$ cat src/rtl/dotmat_frame_scanner.sv
// Two-colour 16x8 LED matrix frame scanner: accumulates game-core dots into a write
// buffer, commits it to a display buffer once per frame period and scans it row by row.
// Optional inter-row column blanking is enabled by defining DOTMAT_BLANK_EN.
module dotmat_frame_scanner #(
  parameter int SWAP_PERIOD  = 256128,
  parameter int ROW_CYCLES   = 1024,
  parameter int BLANK_CYCLES = 64
) (
  input  logic        CLK,
  input  logic        RSTn,
  input  logic [9:0]  pixel_in,
  output logic [15:0] ROWOUT,
  output logic [7:0]  COLR,
  output logic [7:0]  COLG,
  output logic        frame_tick
);

  localparam int FW = (SWAP_PERIOD > 1) ? $clog2(SWAP_PERIOD) : 1;
  localparam int CW = (ROW_CYCLES > 1) ? $clog2(ROW_CYCLES) : 1;
  localparam logic [FW-1:0] FCNT_LAST = FW'(SWAP_PERIOD - 1);
  localparam logic [CW-1:0] CCNT_LAST = CW'(ROW_CYCLES - 1);

  logic [FW-1:0]       fcnt;
  logic [CW-1:0]       ccnt;
  logic [CW-1:0]       ccnt_nxt;
  logic [3:0]          row;
  logic [3:0]          row_nxt;
  logic [15:0][7:0]    wbuf_r;
  logic [15:0][7:0]    wbuf_g;
  logic [15:0][7:0]    dbuf_r;
  logic [15:0][7:0]    dbuf_g;
  logic [15:0][7:0]    wbuf_r_nxt;
  logic [15:0][7:0]    wbuf_g_nxt;
  logic                commit;
  logic [3:0]          pix_y;
  logic [2:0]          pix_x;
  logic [7:0]          pix_mask;
  logic                col_on;

  // A dot arriving on the commit cycle lands in the freshly cleared write buffer.
  always_comb begin
    commit     = (fcnt == FCNT_LAST);
    pix_y      = pixel_in[6:3];
    pix_x      = pixel_in[2:0];
    pix_mask   = 8'h01 << pix_x;
    wbuf_r_nxt = commit ? '0 : wbuf_r;
    wbuf_g_nxt = commit ? '0 : wbuf_g;
    if (pixel_in[9]) wbuf_r_nxt[pix_y] = wbuf_r_nxt[pix_y] | pix_mask;
    if (pixel_in[8]) wbuf_g_nxt[pix_y] = wbuf_g_nxt[pix_y] | pix_mask;
  end

  always_comb begin
    if (ccnt == CCNT_LAST) begin
      ccnt_nxt = '0;
      row_nxt  = row + 4'd1;
    end else begin
      ccnt_nxt = ccnt + CW'(1);
      row_nxt  = row;
    end
`ifdef DOTMAT_BLANK_EN
    col_on = (ccnt_nxt >= CW'(BLANK_CYCLES));
`else
    col_on = 1'b1;
`endif
  end

  // Outputs are computed from next-state counters so row and blanking switch on the same edge.
  always_ff @(posedge CLK or negedge RSTn) begin
    if (!RSTn) begin
      fcnt       <= '0;
      ccnt       <= '0;
      row        <= '0;
      wbuf_r     <= '0;
      wbuf_g     <= '0;
      dbuf_r     <= '0;
      dbuf_g     <= '0;
      ROWOUT     <= 16'h0001;
      COLR       <= '0;
      COLG       <= '0;
      frame_tick <= 1'b0;
    end else begin
      fcnt       <= commit ? '0 : fcnt + FW'(1);
      wbuf_r     <= wbuf_r_nxt;
      wbuf_g     <= wbuf_g_nxt;
      if (commit) begin
        dbuf_r <= wbuf_r;
        dbuf_g <= wbuf_g;
      end
      frame_tick <= commit;
      ccnt       <= ccnt_nxt;
      row        <= row_nxt;
      ROWOUT     <= 16'h0001 << row_nxt;
      COLR       <= col_on ? dbuf_r[row_nxt] : 8'h00;
      COLG       <= col_on ? dbuf_g[row_nxt] : 8'h00;
    end
  end

endmodule

$ cat config.mk
export PLATFORM = sky130hd
export DESIGN_NAME = dotmat_frame_scanner
export DESIGN_NICKNAME = d
export VERILOG_FILES = /design/src/rtl/dotmat_frame_scanner.sv
export SDC_FILE = /design/constraint.sdc
export NUM_CORES = 1
export LEC_CHECK = 0
export CAP_MARGIN = 20
export CELL_PAD_IN_SITES_DETAIL_PLACEMENT = 0
export CELL_PAD_IN_SITES_GLOBAL_PLACEMENT = 1
export CORE_MARGIN = 8
export CORE_UTILIZATION = 50
export CTS_CLUSTER_DIAMETER = 150
export DETAILED_ROUTE_END_ITERATION = 8
export GPL_TIMING_DRIVEN = 0
export PLACE_DENSITY = 0.88
export SETUP_SLACK_MARGIN = 0.5
export SYNTH_ARGS = -nofsm -noshare
export SYNTH_HDL_FRONTEND = slang
export SYNTH_SLANG_ARGS = --single-unit
$ cat constraint.sdc
create_clock -name CLK -period 5.2 [get_ports CLK]
set_clock_uncertainty 0.1 [all_clocks]
set_input_delay 1.04 -clock CLK [delete_from_list [all_inputs] [get_ports CLK]]
set_output_delay 1.04 -clock CLK [all_outputs]
set_load 0.01 [all_outputs]
* Word-level counts from Yosys, hierarchy flattened
Index checks and enable logic that the tools add are counted.
Cells by class: add/subtract/negate cells 3, magnitude comparators 3, eq/ne operators 2, shift-type cells 2, mux-type cells 19, bitwise gates (word level) 2, reductions and logical operators 1
Operators with widths (count):
- two-way mux 128 bit | 4
- bitwise mux 128 bit | 2
- binary-select mux 8 bit (select 4 bit) | 4
- two-way mux 8 bit | 5
- demux 8 bit (select 4 bit) | 1
- adder 18 x 1 -> 18 bit (second input constant) | 1
- equality test 18 bit (second input constant) | 1
- two-way mux 18 bit | 1
- OR 8 bit | 2
- left shift 1 x 4 -> 16 bit (first input constant) | 1
- adder 10 x 1 -> 10 bit (second input constant) | 1
- equality test 10 bit (second input constant) | 1
- less-than comparator 4 x 5 -> 1 bit (second input constant) | 2
- two-way mux 10 bit | 1
- left shift 1 x 3 -> 8 bit (first input constant) | 1
- adder 4 x 1 -> 4 bit (second input constant) | 1
- >= comparator 4 x 1 -> 1 bit (second input constant) | 1
- two-way mux 4 bit | 1
- logical AND 1 bit | 1
Word-level totals: register bits 577, logic and storage cells 103

* Longest topological paths before layout
Gate-level depths: netlist (run 1).
depth in word-level cells 7, mapped depth 11, mapped depth without buffers 8

* Least setup slack after synthesis (run 1)
Ideal clock, no wire load.
kind input-to-reg, start point input pixel_in[3], end point register wbuf_r[106] in the netlist's numbering, arrival 2.967 ns, data required time 4.959 ns, setup slack 1.992 ns, cell stages on the path 8, buffers on the path 4, path through buf_6 buf_4 buf_2 mux4_2 mux4_2 o21ai_4 buf_6 a31oi_1
RTL lines:
- start: declaration | line 11 | input logic [9:0] pixel_in,
- end signal: assignment | line 83 | wbuf_r <= wbuf_r_nxt;
- end: declaration | line 28 | logic [15:0][7:0] wbuf_r;

==> flow_summary.toml, run 1 <==
[outcome]
outcome = "finished clean"

[synthesis]
netlist_area_um2 = 26200
avgSynthCellArea_um2 = 9.47
async_flop_share_pct = 100
yosysMostFrequentCell = "nand2_1"
synth_top_cell_by_area = "dfrtp_1"
synth_common_cells = "816 x nand2_1, 576 x dfrtp_1, 251 x nand3_1, 200 x o21ai_0, 136 x clkbuf_1"
ys_types = 74
synth-seq-cells = 577
ys_seq_area_share_pct = 55.2
yosys_warnings = 0
syn_nets = 2780
synth-edff-count = 0
synth.area.top_cells = "dfrtp_1 55%, nand2_1 12%, nand3_1 4.8%"
synth_top_area_share_pct = 55.1
syn_inst = 2765
ys.flop_type = "dfrtp_1"

[detailed_routing]
post_drt_wl_per_cell_um = 29.6
ant_nets = 0
dr.first_iter.drc_count = 3554
wl_um = 107000
first_pass_iters = 8
avgViaCountPerCell = 6.61
route.vias.total = 23900
drc = 0

[setup_path]
slowest_stage = "clkbuf_1"
rr_endpoint = "COLG[3]"
required_ns = 5.60
crit_fanout = 10
r2r_cells = 9
crit_path_end_kind = "register"
path_delay_family = "buffers and inverters"
cp_cell_sequence = "clkdlybuf4s50_1 > clkbuf_1 > clkbuf_1 > clkbuf_1 > o22ai_1 > a21oi_2 > clkbuf_1 > o21ai_0"
critPathBufInv = 5
crit_end = "wbuf_r[54]"
arrival_ns = 5.04
critPathKind = "in2reg"
startpoint_type = "primary input"
cp_common_cell = "clkbuf_1"
crit_start = "pixel_in[5]"
slowest_delay_ns = 0.70
cp_num_cells = 8
rrSetupSlack_ns = 0.73
crit-reg2reg-launch = "ccnt[3]"

[clock_tree]
ctsHoldBuffers = 0
clk_latency_ns = 0.65
cts_tree = "built"
cts_root_buf = "clkbuf_16"
clk_pin_slew_ns = 0.06
cts_buffers = 60
clk_path_buf_depth = 3
cts.sinks = 577
cts_max_level = 2

[floorplan]
fp.coreArea_um2 = 52100
die_h_um = 245
chipWidth_um = 245
row_count = 84
start_util_pct = 50.2
io_pins = 45
die-area_um2 = 59900

[global_routing]
grt_pass1_vias = 22900
grt_pass1_wl_um = 155000
antenna_found_initial = 4
grt_overflow = 0
grt_max_degree = 122
track_usage_pct = 35.2

[min_path]
hp-class = "in2async"

[power_and_ir_drop]
finalPower_w = 0.0111
powerDensity_nw_per_um2 = 374
p_leak_nw = 14.2
ir_drop_v = 0.000297

[timing]
fin_crit_ns = 4.64
drv_slew = 0
timing.fmax_mhz = 215
finalSetupViolCount = 0
worst_hold_slack_ns = 0.286
rsz0062_at_grt = "false"
fin_crit_sh_pct = 89.3
worst_slew_margin_rel_pct = 8.87
hold_violations = 0
worstMarginPinSlew_ns = 1.37
fin_setup_tns_ns = 0

[finish]
synthToLayoutAreaGrowth_pct = 13.9
final_util_pct = 57.2
nets = 2896
antennaDiodeCount = 0
fin_area_um2 = 29800
drive_gt1_share_pct = 10.3

[placed_design]
gp_congestion = 1.04
post-dp-hpwl_um = 73300
place_area_um2 = 27700
io_buffers = 37

[job]
drv_cap = 0
==> area by class of cell <==
cell class                      count  area, um^2
Buffer                            229        1060
Clock buffer                       86        1790
Clock inverter                     27         270
Fill cell                        4538       22300
Inverter                           18        67.6
Multi-Input combinational cell   1941       10600
Sequential cell                   577       14400
Tap cell                          688         861
Timing Repair Buffer               54         688
==> worst min-delay path by stage <==
stage                     start           to  slack (ns)
global route               RSTn  dbuf_r[120]        0.34
floorplan           dbuf_g[114]  dbuf_g[114]        0.33
detailed placement    dbuf_g[6]    dbuf_g[6]        0.35
CTS                        RSTn  dbuf_r[120]        0.31
global placement     dbuf_r[81]   dbuf_r[81]        0.34
finish                     RSTn  wbuf_r[118]        0.29
==> stage by stage <==
step	setup WS (ns)	std cells
finish	0.557	3620
global route	0.688	3620
CTS	0.616	3616
detailed placement	-0.0491	3503
global placement	-22.18	3490
floorplan	1.99	2765
==> cells in the final DEF, fill, tap and decap left out, types with 11 or more instances in the layout <==
| cell | synthesis | layout |
|---|---|---|
| a31oi_1 | 50 | 50 |
| clkinv_2 | 0 | 18 |
| clkbuf_1 | 136 | 143 |
| o21ai_1 | 70 | 70 |
| o31ai_1 | 16 | 16 |
| clkbuf_16 | 0 | 60 |
| nand4_1 | 11 | 11 |
| mux2_2 | 33 | 33 |
| inv_1 | 15 | 15 |
| mux4_2 | 33 | 33 |
| o221ai_1 | 13 | 13 |
| a21oi_1 | 118 | 117 |
| nand2_1 | 816 | 816 |
| a221o_1 | 49 | 49 |
| clkdlybuf4s50_1 | 0 | 36 |
| nand3_1 | 251 | 251 |
| a221oi_1 | 20 | 20 |
| mux2i_1 | 26 | 26 |
| clkbuf_8 | 0 | 19 |
| nor2b_1 | 12 | 12 |
| o21ai_0 | 200 | 200 |
| and3_1 | 29 | 29 |
| nor2_1 | 69 | 69 |
| buf_2 | 72 | 73 |
| dfrtp_1 | 576 | 576 |
| xnor2_1 | 13 | 12 |
==> state kept, by name, summed over array words and instances, names as in the netlist <==
signal,cells
COLG,8
dbuf_g,128
row,4
ROWOUT,16
ccnt,10
wbuf_r,128
frame_tick,1
dbuf_r,128
fcnt,18
wbuf_g,128
COLR,8
==> kinds of logic (layout without fill, tap and decap cells) <==
| family | Yosys count | count (layout) | share of synthesized area [%] |
|---|---|---|---|
| AOI/OAI and AO/OA | 594 | 594 | 14.0 |
| adders and majority gates | 3 | 3 | 0.143 |
| xor gates and xnor gates | 22 | 22 | 0.736 |
| muxes | 101 | 101 | 6.04 |
| and+or+nand+nor | 1221 | 1221 | 19.6 |
| DFF | 577 | 577 | 55.2 |
| buffers and inverters | 247 | 414 | 4.33 |
==> report_power, final <==
part / leakage (nW) / internal (W) / switching, W / total [W]
registers: 7.65 / 0.00491 / 0.000481 / 0.00539
logic: 5.50 / 0.000476 / 0.000780 / 0.00126
clock network: 1.03 / 0.00259 / 0.00191 / 0.00450
total: 14.2 / 0.00797 / 0.00317 / 0.0111
==> metal layers <==
metal | track usage [%] | up-vias | part of all wire, %
met4 | 24.9 | 6 | 8.5
li1 | - | 9844 | -
met5 | 0 | - | 0.051
met1 | 44.7 | 11800 | 36
met3 | 11.6 | 527 | 13
met2 | 50.3 | 1795 | 42
==> timing repair <==
| item | in CTS | in global routing |
|---|---|---|
| setup buffers | 0 | 0 |
| gates resized for setup | 0 | 1 |
| endpoints found under the setup margin | 0 | 2 |
No activity file was read; power rests on OpenSTA's default activity.
==> inputs of run 2 (changes only) <==
clock period = 5.5 ns   (was 5.2 ns; I/O delays follow)
==> run 2 against run 1 <==
  * Flip-flop and latch count did not move
  * Critical endpoint unchanged
  * Non-clock buffer count stayed put
  * Global-route usage unchanged
  * Via count shrank 0.14%
  * Largest power group unchanged
==> flow_summary.toml, run 2 (synthesis results as in run 1) <==
[global_routing]
grt_use_met3_pct = 11.6
globalRouteMet1Util_pct = 44.7
grt_pass1_vias = 22900
grt.busiest_layer = "met2"
track_usage_pct = 35.2
grt_max_degree = 122
met2_usage_pct = 50.3
antenna_found_initial = 4
grt_pass1_wl_um = 155000
grt_overflow = 0

[placed_design]
post-dp-hpwl_um = 73300
placedCellCount = 3503
gp_congestion = 1.04
io_buffers = 37

[floorplan]
die_h_um = 245
die-area_um2 = 59900
row_count = 84
start_util_pct = 50.2
io_pins = 45
chipWidth_um = 245
fp.coreArea_um2 = 52100

[clock_tree]
cts_tree = "built"
cts_buffers = 60
post-cts-setup-buffers = 0
cts.sinks = 577
cts_resized = 0
ctsHoldBuffers = 0
cts_root_buf = "clkbuf_16"
clk_pin_slew_ns = 0.06
clk_path_buf_depth = 3
clk_latency_ns = 0.65
cts_max_level = 2

[setup_path]
crit_fanout = 10
crit_path_end_kind = "register"
required_ns = 5.89
startpoint_type = "primary input"
critPathKind = "in2reg"
arrival_ns = 5.34

[job]
drv_cap = 0

[power_and_ir_drop]
switching_share_pct = 28.4
p_seq_share_pct = 48.4
powerDensity_nw_per_um2 = 353
clockPowerShare_pct = 40.4
finalPower_w = 0.0105
internal_power_w = 0.00754
power_frac_comb_pct = 11.3
p_leak_nw = 14.2
ir_drop_v = 0.000279
power_switching_w = 0.00299

[detailed_routing]
drc = 0
ant_nets = 0
avgViaCountPerCell = 6.60
post_drt_wl_per_cell_um = 29.6
first_pass_iters = 7
wl_um = 107000
dr.first_iter.drc_count = 3516
route.vias.total = 23900

[finish]
regArea_um2 = 14400
final.fill_count = 4538
nets = 2896
drive_gt1_share_pct = 10.3
antennaDiodeCount = 0
fin_cells = 3620
mostFrequentLayoutCells = "816 x nand2_1, 576 x dfrtp_1, 251 x nand3_1"
synthToLayoutAreaGrowth_pct = 13.8
multi_input_area_um2 = 10600
layout_commonest_cell = "nand2_1"

[timing]
fin_crit_ns = 4.95
hold_violations = 0
fin_crit_sh_pct = 89.9
worst_slew_margin_rel_pct = 9.68
drv_slew = 0
worstMarginPinSlew_ns = 1.35
rsz0062_at_grt = "false"
finalSetupViolCount = 0
fin_setup_tns_ns = 0
timing.fmax_mhz = 202

[min_path]
hp-class = "in2async"

[outcome]
outcome = "finished clean"
## run 2: cell counts in the layout (fill, tap and decap cells not counted)
Identical to the previous run, type by type.
## run 2: power by group through the flow
stage	combinational (W)	clock, W	sequential (W)
floorplan	0.000728	0	0.00492
global placement	0.00108	0	0.00513
detailed placement	0.00113	0	0.00513
CTS	0.00114	0.00426	0.00506
global route	0.00127	0.00443	0.00511
finish	0.00119	0.00425	0.00509
## run 2: critical path, cell delays in order
cell	delay, ns
clkdlybuf4s50_1	0.57
clkbuf_1	0.53
clkbuf_1	0.67
clkbuf_1	0.71
o22ai_1	0.24
a21oi_1	0.77
clkbuf_1	0.52
o21ai_0	0.20
## run 2: layout make-up
cell class | count | share of cell area [%]
Buffer | 229 | 3.57
Tap cell | 688 | 2.89
Timing Repair Buffer | 54 | 2.31
Sequential cell | 577 | 48.5
Clock buffer | 86 | 6.00
Multi-Input combinational cell | 1941 | 35.6
Clock inverter | 27 | 0.907
Inverter | 18 | 0.227
## run 2: final timing paths
check | startpoint | endpoint | slack (ns) | cells past startpoint
max | pixel_in[5] | wbuf_r[54] | 0.55 | 8
min | RSTn | wbuf_r[110] | 0.33 | 1
max reg2reg | ccnt[3] | COLG[3] | 1.03 | 9
min reg2reg | wbuf_g[46] | dbuf_g[46] | 0.36 | 2
max in group asynchronous | RSTn | dbuf_g[81] | 3.15 | 4
min in group CLK | wbuf_g[46] | dbuf_g[46] | 0.36 | 2
## run 2: stage by stage
step | setup slack (ns) | instance area [um^2] | utilization (%) | hold slack [ns]
final | 0.553 | 29800 | 57.2 | 0.331
after global routing | 0.707 | 29800 | 57.2 | 0.378
after CTS | 0.856 | 29700 | 57.1 | 0.363
after detailed placement | 0.191 | 27700 | 53.1 | 0.349
after global placement | -21.94 | 27400 | 52.6 | 0.344
after floorplan | 2.23 | 26200 | - | 0.330
## run 2: per-layer routing
| layer | routed length, um | share of wire (%) |
|---|---|---|
| met5 | 53 | 0.049 |
| met1 | 39000 | 36 |
| met4 | 8860 | 8.3 |
| met2 | 44900 | 42 |
| met3 | 14300 | 13 |
